==> src/rtl/scs8hd_tbuf_arb_if.sv <==
// scs8hd_tbuf_arb_if: bundle between the tri-state bus arbiter and its
// requesters.
//   req  - level request per requester (driven by the requesters)
//   gnt  - one-hot grant, registered
//   teb  - active-low tri-state driver enables, always ~gnt
//   keep - bus keeper enable, high when no driver is enabled
//   busy - arbiter is in a grant or turnaround phase
// master: requester side.  slave: arbiter side.
interface scs8hd_tbuf_arb_if #(
    parameter int NREQ = 4
);
    logic [NREQ-1:0] req;
    logic [NREQ-1:0] gnt;
    logic [NREQ-1:0] teb;
    logic            keep;
    logic            busy;

    modport master (output req, input gnt, input teb, input keep, input busy);
    modport slave  (input req, output gnt, output teb, output keep, output busy);
endinterface

==> src/rtl/scs8hd_tbuf_arb.sv <==
// scs8hd_tbuf_arb: round-robin arbiter for one tri-state bus shared by NREQ
// inverter drivers with active-low enables. Enforces break-before-make with
// TURN dead cycles between owners and turns the bus keeper on whenever no
// driver is enabled. Every output is a flop; REQ never reaches TEB
// combinationally.
// Ports:
//   CLK   - clock, rising edge
//   RESET - asynchronous, active-high reset
//   bus   - slave modport: req in; gnt, teb, keep, busy out
//
// state   | meaning
// --------+-----------------------------------------------------------
// IDLE    | no owner, all drivers off, keeper on
// GRANT   | one driver enabled; hold counter running
// TURN    | dead time after a release; all drivers off, keeper on
module scs8hd_tbuf_arb #(
    parameter int NREQ    = 4,
    parameter int TURN    = 1,
    parameter int MAXHOLD = 8
) (
    input  logic             CLK,
    input  logic             RESET,
    scs8hd_tbuf_arb_if.slave bus
);

    localparam int PW = (NREQ > 1) ? $clog2(NREQ) : 1;
    // Preempt once the grant has lasted MAXHOLD cycles. A ">=" compare lets a
    // request that shows up after that point still preempt the owner.
    localparam logic [7:0] HOLD_LAST = (MAXHOLD == 0) ? 8'd0 : 8'(MAXHOLD - 1);

    typedef enum logic [1:0] {
        ST_IDLE  = 2'd0,
        ST_GRANT = 2'd1,
        ST_TURN  = 2'd2
    } state_t;

    state_t          state_q;
    logic [NREQ-1:0] gnt_q;
    logic [NREQ-1:0] teb_q;
    logic            keep_q;
    logic            busy_q;
    logic [PW-1:0]   ptr_q;
    logic [PW-1:0]   own_q;
    logic [7:0]      hcnt_q;
    logic [3:0]      tcnt_q;

    logic            arb_hit;
    logic [PW-1:0]   arb_idx;
    logic [NREQ-1:0] arb_vec;
    logic            others;
    logic            rel;
    logic [PW-1:0]   ptr_d;

    // Rotating priority scan: walk downward so the candidate closest to
    // ptr_q overwrites the others.
    always_comb begin
        int          pos;
        logic [PW-1:0] pos_w;
        arb_hit = 1'b0;
        arb_idx = '0;
        pos     = 0;
        pos_w   = '0;
        for (int j = NREQ - 1; j >= 0; j--) begin
            pos   = (int'(ptr_q) + j) % NREQ;
            pos_w = PW'(pos);
            if (bus.req[pos_w]) begin
                arb_hit = 1'b1;
                arb_idx = pos_w;
            end
        end
        arb_vec          = '0;
        arb_vec[arb_idx] = 1'b1;
    end

    always_comb begin
        others = |(bus.req & ~gnt_q);
        rel    = !bus.req[own_q] ||
                 ((MAXHOLD != 0) && (hcnt_q >= HOLD_LAST) && others);
        ptr_d  = (own_q == PW'(NREQ - 1)) ? '0 : own_q + PW'(1);
    end

    always_ff @(posedge CLK or posedge RESET) begin
        if (RESET) begin
            state_q <= ST_IDLE;
            gnt_q   <= '0;
            teb_q   <= '1;
            keep_q  <= 1'b1;
            busy_q  <= 1'b0;
            ptr_q   <= '0;
            own_q   <= '0;
            hcnt_q  <= '0;
            tcnt_q  <= '0;
        end else begin
            case (state_q)
                ST_IDLE, ST_TURN: begin
                    if ((state_q == ST_TURN) && (tcnt_q != 4'd0)) begin
                        tcnt_q <= tcnt_q - 4'd1;
                    end else if (arb_hit) begin
                        state_q <= ST_GRANT;
                        own_q   <= arb_idx;
                        gnt_q   <= arb_vec;
                        teb_q   <= ~arb_vec;
                        keep_q  <= 1'b0;
                        busy_q  <= 1'b1;
                        hcnt_q  <= '0;
                    end else begin
                        state_q <= ST_IDLE;
                        busy_q  <= 1'b0;
                    end
                end
                ST_GRANT: begin
                    if (rel) begin
                        // Release and the new owner can never share an edge;
                        // the next grant always waits out the turnaround.
                        state_q <= ST_TURN;
                        gnt_q   <= '0;
                        teb_q   <= '1;
                        keep_q  <= 1'b1;
                        ptr_q   <= ptr_d;
                        tcnt_q  <= 4'(TURN - 1);
                    end else if (hcnt_q != 8'hFF) begin
                        hcnt_q <= hcnt_q + 8'd1;
                    end
                end
                default: begin
                    state_q <= ST_IDLE;
                    gnt_q   <= '0;
                    teb_q   <= '1;
                    keep_q  <= 1'b1;
                    busy_q  <= 1'b0;
                end
            endcase
        end
    end

    assign bus.gnt  = gnt_q;
    assign bus.teb  = teb_q;
    assign bus.keep = keep_q;
    assign bus.busy = busy_q;

endmodule

==> src/flat_wrapper.sv <==
// flat-port wrapper written by rule: the top's interface ports become plain ports
module scs8hd_tbuf_arb_flat 
#(
    parameter int NREQ    = 4,
    parameter int TURN    = 1,
    parameter int MAXHOLD = 8
)
  (CLK, RESET, bus_req, bus_gnt, bus_teb, bus_keep, bus_busy);
  scs8hd_tbuf_arb_if #(.NREQ(NREQ)) bus_i ();
  input  logic CLK;
  input  logic RESET;
  input wire logic [$bits(bus_i.req)-1:0] bus_req;
  output wire logic [$bits(bus_i.gnt)-1:0] bus_gnt;
  output wire logic [$bits(bus_i.teb)-1:0] bus_teb;
  output wire logic [$bits(bus_i.keep)-1:0] bus_keep;
  output wire logic [$bits(bus_i.busy)-1:0] bus_busy;
  assign bus_i.req = bus_req;
  assign bus_gnt = bus_i.gnt;
  assign bus_teb = bus_i.teb;
  assign bus_keep = bus_i.keep;
  assign bus_busy = bus_i.busy;
  scs8hd_tbuf_arb #(.NREQ(NREQ), .TURN(TURN), .MAXHOLD(MAXHOLD)) u_core (.CLK(CLK), .RESET(RESET), .bus(bus_i));
endmodule
==> config.mk <==
export PLATFORM = sky130hd
export DESIGN_NAME = scs8hd_tbuf_arb_flat
export DESIGN_NICKNAME = d
export VERILOG_FILES = /design/src/rtl/scs8hd_tbuf_arb_if.sv /design/src/rtl/scs8hd_tbuf_arb.sv /design/src/flat_wrapper.sv
export SDC_FILE = /design/constraint.sdc
export NUM_CORES = 1
export LEC_CHECK = 0
export BUFFER_PORTS_ARGS = -buffer_cell sky130_fd_sc_hd__buf_2
export CAP_MARGIN = 5
export CORE_MARGIN = 8
export CORE_UTILIZATION = 50
export DETAILED_ROUTE_END_ITERATION = 6
export GPL_TIMING_DRIVEN = 1
export PLACE_DENSITY = 0.7
export SLEW_MARGIN = 20
export SYNTH_ARGS = -nofsm -noshare
export SYNTH_HDL_FRONTEND = slang
export SYNTH_SLANG_ARGS = --single-unit
==> constraint.sdc <==
create_clock -name CLK -period 2.3 [get_ports CLK]
set_input_delay 0.23 -clock CLK [delete_from_list [all_inputs] [get_ports CLK]]
set_output_delay 0.23 -clock CLK [all_outputs]
set_load 0.05 [all_outputs]
Word-level counts from Yosys, hierarchy flattened
Cells that the tools add are included.
Widths: inputs -> output; s select.

operators by class
  add/subtract/negate cells = 6
  multiplexer cells = 47
  bitwise gates (word level) = 5
  order comparisons = 8
  equality and inequality tests = 10
  reductions and logical operators = 17

operators by type and width
  cell                 count
  $mux 8               4
  $mux 4               7
  $pmux 4 s2           3
  $lt 2x3->1 const B   6
  $mux 1               16
  $pmux 8 s2           1
  $mux 2               7
  $bmux 1 s2           5
  $reduce_and 3->1     3
  $add 8x1->8 const B  1
  $ge 8x3->1 const B   1
  $ne 2x1->1 const B   4
  $ne 8x8->1 const B   1
  $not 4->4            2
  $reduce_and 2->1     3
  $reduce_and 5->1     1
  $add 2x1->2 const B  2
  $add 2x2->2 const B  2
  $and 4x4->4          1
  $eq 2x2->1 const B   2
  $ne 2x2->1 const B   2
  $pmux 1 s2           2
  $pmux 2 s2           1
  $reduce_bool 4->1    1
  12 further kinds     15

word-level totals
  output and inout port bits = 10
  bits in registers = 28
  logic and storage cells = 102

Longest topological paths before layout
Gate-level depths: netlist of the first run.

  depth after elaboration = 15
  mapped depth = 8
  mapped depth without buffers = 8

Worst setup path before layout of the first run
Ideal clock, no wire load.

  path kind = register to register
  start point = register u_core.gnt_q[2] (netlist: u_core.bus.gnt[2])
  end point = register u_core.ptr_q[1]
  cell stages (with the launch flop) = 7
  buffers on the path = 1
  path slack = 0.455 ns
  period minus slack after synthesis = 1.845 ns
  arrival time = 1.720 ns
  library setup time = 0.125 ns
  cell sequence = dfrtp_1 > nand2b_1 > o2111ai_4 > a21boi_4 > nor2_1 > buf_2 > mux2_2

on the way
  word-level cells in the longest chain between the ends = 6

ends and longest elaborated chain
  element                            line                    RTL
  from (decl)                        scs8hd_tbuf_arb.sv:38   logic [NREQ-1:0] gnt_q;
  from (signal assigned)             scs8hd_tbuf_arb.sv:101  gnt_q <= arb_vec;
  $not 4->4                          scs8hd_tbuf_arb.sv:76   others = |(bus.req & ~gnt_q);
  $and 4x4->4                        scs8hd_tbuf_arb.sv:76
  $reduce_or 4->1                    scs8hd_tbuf_arb.sv:76
  $logic_and 1x1->1                  scs8hd_tbuf_arb.sv:78   ((MAXHOLD != 0) && (hcnt_q >= HOLD_LAST) && others);
  $logic_or 1x1->1                   scs8hd_tbuf_arb.sv:77   rel = !bus.req[own_q] ||
  $reduce_and 2->1 (no source line)  n/a
  to (signal assigned)               scs8hd_tbuf_arb.sv:119  ptr_q <= ptr_d;
  to (decl)                          scs8hd_tbuf_arb.sv:42   logic [PW-1:0] ptr_q;

No other way between the ends.
A chain may end at the register's enable or synchronous reset.

Worst setup path in the final report of the first run
  start point = register u_core.own_q[1]
  end point = register u_core.ptr_q[1]

on the way
  word-level cells in the longest chain between the ends = 5

ends and longest elaborated chain
  element                            line                    RTL
  from (decl)                        scs8hd_tbuf_arb.sv:43   logic [PW-1:0] own_q;
  from (signal assigned)             scs8hd_tbuf_arb.sv:100  own_q <= arb_idx;
  $bmux 1 s2                         scs8hd_tbuf_arb.sv:77
  $mux 1 (implied by the code)       scs8hd_tbuf_arb.sv:77
  $logic_not 1->1                    scs8hd_tbuf_arb.sv:77
  $logic_or 1x1->1                   scs8hd_tbuf_arb.sv:77
  $reduce_and 2->1 (no source line)  n/a

Parallel ways exist; a longest one is shown, timed or not. The select of a mux whose other input is x is not followed.

==> summary.md, run 1 <==
| Metric | Value |
|---|---|
| Achievable Freq | `0.478 GHz` |
| Initial Util | `53.4%` |
| Ranking of synthesized cells by area | `dfrtp_1 (39%), dfstp_2 (8.8%), o21ai_0 (5.1%)` |
| Antenna violations before repair | `0` |
| Asr flop ratio synth | `100%` |
| DIE AREA | `4970 um2` |
| Total CTS buffers | `3` |
| Largest family of logic cells by synthesized area | `simple AND/OR/NAND/NOR gates` |
| Final core occ | `59.4%` |
| Vias in the first global route | `1130` |
| Cells after Synth | `148` |
| Reg clk slew, reported paths | `0.15 ns` |
| Area delta synth->final | `11.2%` |
| CTS tree | `done` |
| CP Capture Type | `flip-flop` |
| Antenna diode instance count | `0` |
| Worst-Margin Slew | `0.643 ns` |
| DRC Markers | `0` |
| Wire per inst | `15.3 um` |
| Dpl cells | `around 190` |
| Grt ovf | `0` |
| Clock latency on the worst-skew pair | `between 0.3 and 0.4 ns` |
| Clock Skew | `0.00490 ns` |
| Rel. slew slack | `56.9%` |
| Layout cell share with drive strength beyond 1 | `21.4%` |
| TritonRoute pass-1 iters | `4` |
| Min-delay worst type | `input pin to async pin` |
| Worst endpoint data arrival time | `2.33 ns` |
| Setup CP Type | `flip-flop to flip-flop` |
| Setup violators final | `0` |
| Maximum fanout along the worst path | `11` |
| RSZ-0062 raised after global routing | `no` |
| Synth warnings | `0` |
| Core ar. | `2780 um2` |
| Mux contribution to synthesized area | `3.62%` |
| Yosys top cell area share | `around 39%` |
| P_leak | `0.000741 uW` |
| Setup_tns | `0 ns` |
| Resized Gates After CTS | `0` |
| Post-DRT Antenna Nets | `0` |
| Synth cell types | `42` |
| Clk root buf | `clkbuf_4` |
| Synth Area in XOR/XNOR | `between 2 and 3%` |
| Simple-Gate Fraction of Synth Area | `19.9%` |
| Initial DRC count | `61` |
| Pin count of the biggest net entering global routing | `18` |
| Adder-cell share of the synthesized area | `under 10%` |
| Main synth FF type | `dfrtp_1` |
| Final period util | `91.0%` |
| Final HPWL DP | `2330 um` |
| PD cells | `1340 nW/um2` |
| CTS sink cnt | `28` |
| MaxCap Viol Count | `0` |
| Commonest non-fill, non-tap cell in the layout | `dfrtp_1` |
| First-pass GRT wire length | `around 5300 um` |
| Final net count | `179` |
| Number of synthesized register bits | `28` |
| Most frequent cells in the layout | `dfrtp_1 (23), nor2_1 (15), o21ai_0 (15), buf_2 (15), nand2_1 (14)` |
| Compound-Gate Fraction of Synth Area | `19.5%` |
| Syn_nets | `between 150 and 200` |
| Non-Filler Instances | `199` |
| H-tree levels | `1` |
| Gpl congestion | `slightly below 0.9` |
| EDFF count, synth | `0` |
| Dominant cell type by area after synthesis | `dfrtp_1` |
| Status | `complete, no violations` |
| Post-synthesis sequential area ratio | `47.6%` |
| Mean area per synthesized cell | `10.0 um2` |
| Setup crit start kind | `flip-flop` |
| Horiz. Die Dim | `between 70 and 80 um` |
| Via Count | `around 1100` |
| Hold Vio Cnt, Final | `0` |
| Worst vdd ir | `0.00104 V` |
| Pwr Total | `2210 uW` |
| Slew Limit Fails | `0` |
| Total track usage | `roughly an eighth` |
| CTS max path bufs | `2` |
| Row Count | `19` |
| PortBufs | `15` |
| DRT Wirelength | `3050 um` |
| Ports | `16` |
| Die H | `between 70 and 80 um` |
| Post-Syn Area | `1490 um2` |
| Critical Path RT | `2.53 ns` |
| Clock period minus worst slack | `2.09 ns` |
| Routed vias/inst | `5.67` |
==> power by group <==
part	switching, uW	internal (uW)	total [uW]	leakage, uW
combinational	759	365	1120	0.000366
sequential	152	689	841	0.000354
clock	147	96.9	244	0.0000210
total	1060	1150	2210	0.000741
==> routing by layer <==
layer	part of all wire [%]	wire (um)	GRT usage, %
met1	50	1540	16.9
met3	2.7	81	2.26
met5	0	0	0
met2	46	1400	20.1
met4	0.88	27	2.68
==> flip-flops by register name, summed over array words and instances, names as in the netlist <==
name / cells
u_core.bus.busy: 1
u_core.bus.gnt: 4
u_core.bus.keep: 1
u_core.own_q: 2
u_core.hcnt_q: 8
u_core.bus.teb: 4
u_core.state_q: 2
u_core.ptr_q: 2
u_core.tcnt_q: 4
==> metrics by stage <==
step | setup slack, ns | area [um2] | hold slack (ns)
floorplan | 0.455 | 1490 | 0.292
global placement | 0.294 | 1610 | 0.244
detailed placement | 0.243 | 1610 | 0.253
CTS | 0.223 | 1650 | 0.437
global route | 0.0638 | 1650 | 0.466
finish | 0.206 | 1650 | 0.419
==> kinds of logic after synthesis <==
family,count (synthesis)
mux,4
flops,28
compound gates,38
buf+inv,12
simple gates,57
xor+xnor,5
fa+ha+maj,4
==> critical path, cell delays in order, from the launching register on <==
cell and delay (ns):
dfrtp_1 0.42, mux4_2 0.51, a21boi_4 0.18, nor2_1 0.49, mux2_2 0.40
==> worst paths after layout <==
kind                                          startpoint  slack (ns)  cells past startpoint                            end
max                          u_core.own_q[1]$_DFFE_PP0P_        0.21                      4    u_core.ptr_q[1]$_DFFE_PP0P_
min                                                RESET        0.42                      3   u_core.hcnt_q[6]$_DFFE_PP0P_
max reg2reg                  u_core.own_q[1]$_DFFE_PP0P_        0.21                      4    u_core.ptr_q[1]$_DFFE_PP0P_
min reg2reg                u_core.bus.teb[0]$_DFFE_PP1P_        0.51                      2  u_core.bus.teb[0]$_DFFE_PP1P_
max in group asynchronous                          RESET        1.24                      4  u_core.bus.teb[2]$_DFFE_PP1P_
min in group CLK           u_core.bus.teb[0]$_DFFE_PP1P_        0.51                      2  u_core.bus.teb[0]$_DFFE_PP1P_
==> repair_timing <==
action	4_1_cts	5_1_grt
hold buffers	1	0
endpoints found under the hold margin	10	0
setup buffers	0	0
==> cell usage after synthesis (2+ instances only) <==
master,instances
o21ai_0,15
dfrtp_1,23
nand3_1,7
nor2_1,15
a21o_1,2
nor3b_1,2
xor2_1,4
or3_1,4
inv_1,10
nand2b_1,5
a21oi_1,7
nand2_1,14
dfstp_2,5
o21a_1,3
ha_1,4
mux2i_1,2
==> layout make-up <==
| class | instances | area, um2 |
|---|---|---|
| repair buffers | 18 | 100 |
| fillers | 237 | 1130 |
| well taps | 31 | 38.8 |
| multi-input cells | 108 | 733 |
| inverters | 10 | 37.5 |
| flip-flops and latches | 28 | 707 |
| clock buffers | 4 | 36.3 |
(Power assumes the default switching activity.)
==> run 2, diff against run 1 <==
--- a/config.mk
+++ b/config.mk
@@ -11,7 +11,7 @@
 export CORE_UTILIZATION = 50
 export DETAILED_ROUTE_END_ITERATION = 6
 export GPL_TIMING_DRIVEN = 1
-export PLACE_DENSITY = 0.7
+export PLACE_DENSITY_LB_ADDON = 0.15
 export SLEW_MARGIN = 20
 export SYNTH_ARGS = -nofsm -noshare
 export SYNTH_HDL_FRONTEND = slang
==> summary.md, run 2 (synthesis results as in run 1) <==
| Metric | Value |
|---|---|
| Critical path's slowest cell | `mux4_2` |
| Initial DRC count | `40 (-34%)` |
| Total track usage | `12.8% (+0.29 points)` |
| Worst vdd ir | `0.00108 V (+4.3%)` |
| First-pass GRT wire length | `5410 um (+2.6%)` |
| RSZ-0062 raised after global routing | `no` |
| Core ar. | `2780 um2 (unchanged)` |
| CP Cell Sequence | `mux4_2, a21boi_4, nor2_1, mux2_2` |
| Area delta synth->final | `12.8%` |
| Final net count | `180 (+0.56%)` |
| Ports | `16 (unchanged)` |
| Crit-path max cell delay | `0.53 ns (+0.02 ns)` |
| CTS tree | `done` |
| Final period util | `88.5% (-2.5 points)` |
| Worst-Margin Slew | `0.679 ns (+0.0359 ns)` |
| GR Layer Usage met2 | `21.0% (+0.91 points)` |
| Antenna diode instance count | `0 (unchanged)` |
| Clock Skew | `0.00376 ns (-0.00115 ns)` |
| CTS max path bufs | `2 (unchanged)` |
| Status | `complete, no violations` |
| TritonRoute pass-1 iters | `4 (unchanged)` |
| DRC Markers | `0 (unchanged)` |
| Crit path buf inv count | `0 (unchanged)` |
| Reg clk slew, reported paths | `0.15 ns (about the same)` |
| # hold bufs at CTS | `1 (unchanged)` |
| Wire per inst | `15.3 um (-0.27%)` |
| Post-CTS Setup Inserts | `0 (unchanged)` |
| CP Capture Type | `flip-flop` |
| Met3 Resource Use GR | `1.69% (-0.56 points)` |
| MaxCap Viol Count | `0 (unchanged)` |
| Sequential Area | `707 um2 (unchanged)` |
| Commonest non-fill, non-tap cell in the layout | `dfrtp_1` |
| Maximum fanout along the worst path | `7 (-4)` |
| GRT Max-Usage Layer | `met2` |
| Critical Path RT | `2.53 ns (about the same)` |
| WHS | `0.482 ns (+0.0633 ns)` |
| Final HPWL DP | `2350 um (+0.66%)` |
| Setup CP Type | `flip-flop to flip-flop` |
| Routed vias/inst | `5.69 (+0.29%)` |
| Clk root buf | `clkbuf_4` |
| Setup violators final | `0 (unchanged)` |
| Resized Gates After CTS | `0 (unchanged)` |
| CTS sink cnt | `28 (unchanged)` |
| Setup_tns | `0 ns (unchanged)` |
| Antenna violations before repair | `0 (unchanged)` |
| Post-DRT Antenna Nets | `0 (unchanged)` |
| Initial Util | `53.4% (unchanged)` |
| Multi-input gate area | `733 um2 (unchanged)` |
| Vias in the first global route | `1189 (+5.2%)` |
| PortBufs | `15 (unchanged)` |
| Layout cell share with drive strength beyond 1 | `21.9% (+0.46 points)` |
| Min-delay worst type | `input pin to flip-flop` |
| Largest delay contributor family on the critical path | `multiplexers` |
| Biggest register | `u_core.hcnt_q` |
| DIE AREA | `4970 um2 (unchanged)` |
| Fillers | `242 (+2.1%)` |
| Clock latency on the worst-skew pair | `0.33 ns (about the same)` |
| Grt ovf | `0 (unchanged)` |
| Die H | `70.5 um (unchanged)` |
| Pin count of the biggest net entering global routing | `18 (unchanged)` |
| Most frequent cells in the layout | `dfrtp_1 (23), nor2_1 (15), o21ai_0 (15), buf_2 (15), nand2_1 (14)` |
| Max FFs per register | `8 (unchanged)` |
| Horiz. Die Dim | `70.5 um (unchanged)` |
| Via Count | `1138 (+0.80%)` |
| Worst endpoint data arrival time | `2.27 ns (-0.06 ns)` |
| PD cells | `1370 nW/um2 (+2.5%)` |
| Met1 Resource Use GR | `17.5% (+0.57 points)` |
| Gpl congestion | `0.836 (-4.1%)` |
| Achievable Freq | `0.491 GHz (+2.8%)` |
| P_leak | `0.000753 uW (+1.6%)` |
| Slew Limit Fails | `0 (unchanged)` |
| Total CTS buffers | `3 (unchanged)` |
| Hold Vio Cnt, Final | `0 (unchanged)` |
| DRT Wirelength | `3060 um (+0.23%)` |
| Clock period minus worst slack | `2.04 ns (-0.0573 ns)` |
| Rel. slew slack | `54.7% (-2.3 points)` |
| Setup crit start kind | `flip-flop` |
| Row Count | `19 (unchanged)` |
| Pwr Total | `2300 uW (+3.9%)` |
| H-tree levels | `1 (unchanged)` |
## run 2: power breakdown
group	internal, uW	leakage, uW	total, uW	switching (uW)
Clock	176	0.0000279	325	148
Combinational	374	0.000371	1130	755
Sequential	689	0.000354	842	153
Total	1240	0.000753	2300	1060
## run 2: routing by layer
layer / wire length [um] / part of all wire (%)
met4: 26 / 0.85
met5: 0 / 0
met2: 1480 / 48
met3: 46 / 1.5
met1: 1510 / 49
## run 2: worst paths after layout
kind,from,to,slack (ns),depth (start not counted)
min,bus_req[1],u_core.state_q[0]$_DFFE_PP0P_,0.48,6
max,u_core.own_q[1]$_DFFE_PP0P_,u_core.ptr_q[1]$_DFFE_PP0P_,0.26,4
min in group asynchronous,RESET,u_core.bus.gnt[2]$_DFFE_PP0P_,0.52,3
max reg2reg,u_core.own_q[1]$_DFFE_PP0P_,u_core.ptr_q[1]$_DFFE_PP0P_,0.26,4
max in group asynchronous,RESET,u_core.bus.keep$_DFFE_PP1P_,1.08,4
min reg2reg,u_core.bus.teb[0]$_DFFE_PP1P_,u_core.bus.teb[0]$_DFFE_PP1P_,0.52,2
## run 2: worst register-to-register path: cells and delay by family (launching register included)
family	cells	cell delay, ns
simple gates	1	0.39
compound gates	1	0.19
mux	2	0.92
flops	1	0.44
## run 2: area by class of cell
| class | instances | area share [%] |
|---|---|---|
| sequential | 28 | 42.2 |
| clock buffer | 3 | 1.34 |
| clock inverter | 1 | 1.79 |
| multi-input combinational | 108 | 43.7 |
| inverter | 10 | 2.24 |
| tap | 31 | 2.31 |
| timing repair buffer | 19 | 6.42 |
## run 2: per-stage QoR
stage                     utilization [%]  cells  cell area [um2]  setup WS, ns
after CTS                            60.3    200             1680         0.237
after global routing                 60.3    200             1680        0.0393
after floorplan                         -    148             1490         0.455
after detailed placement             58.0    195             1610         0.276
final                                60.3    200             1680         0.263
after global placement               58.0    195             1610         0.299
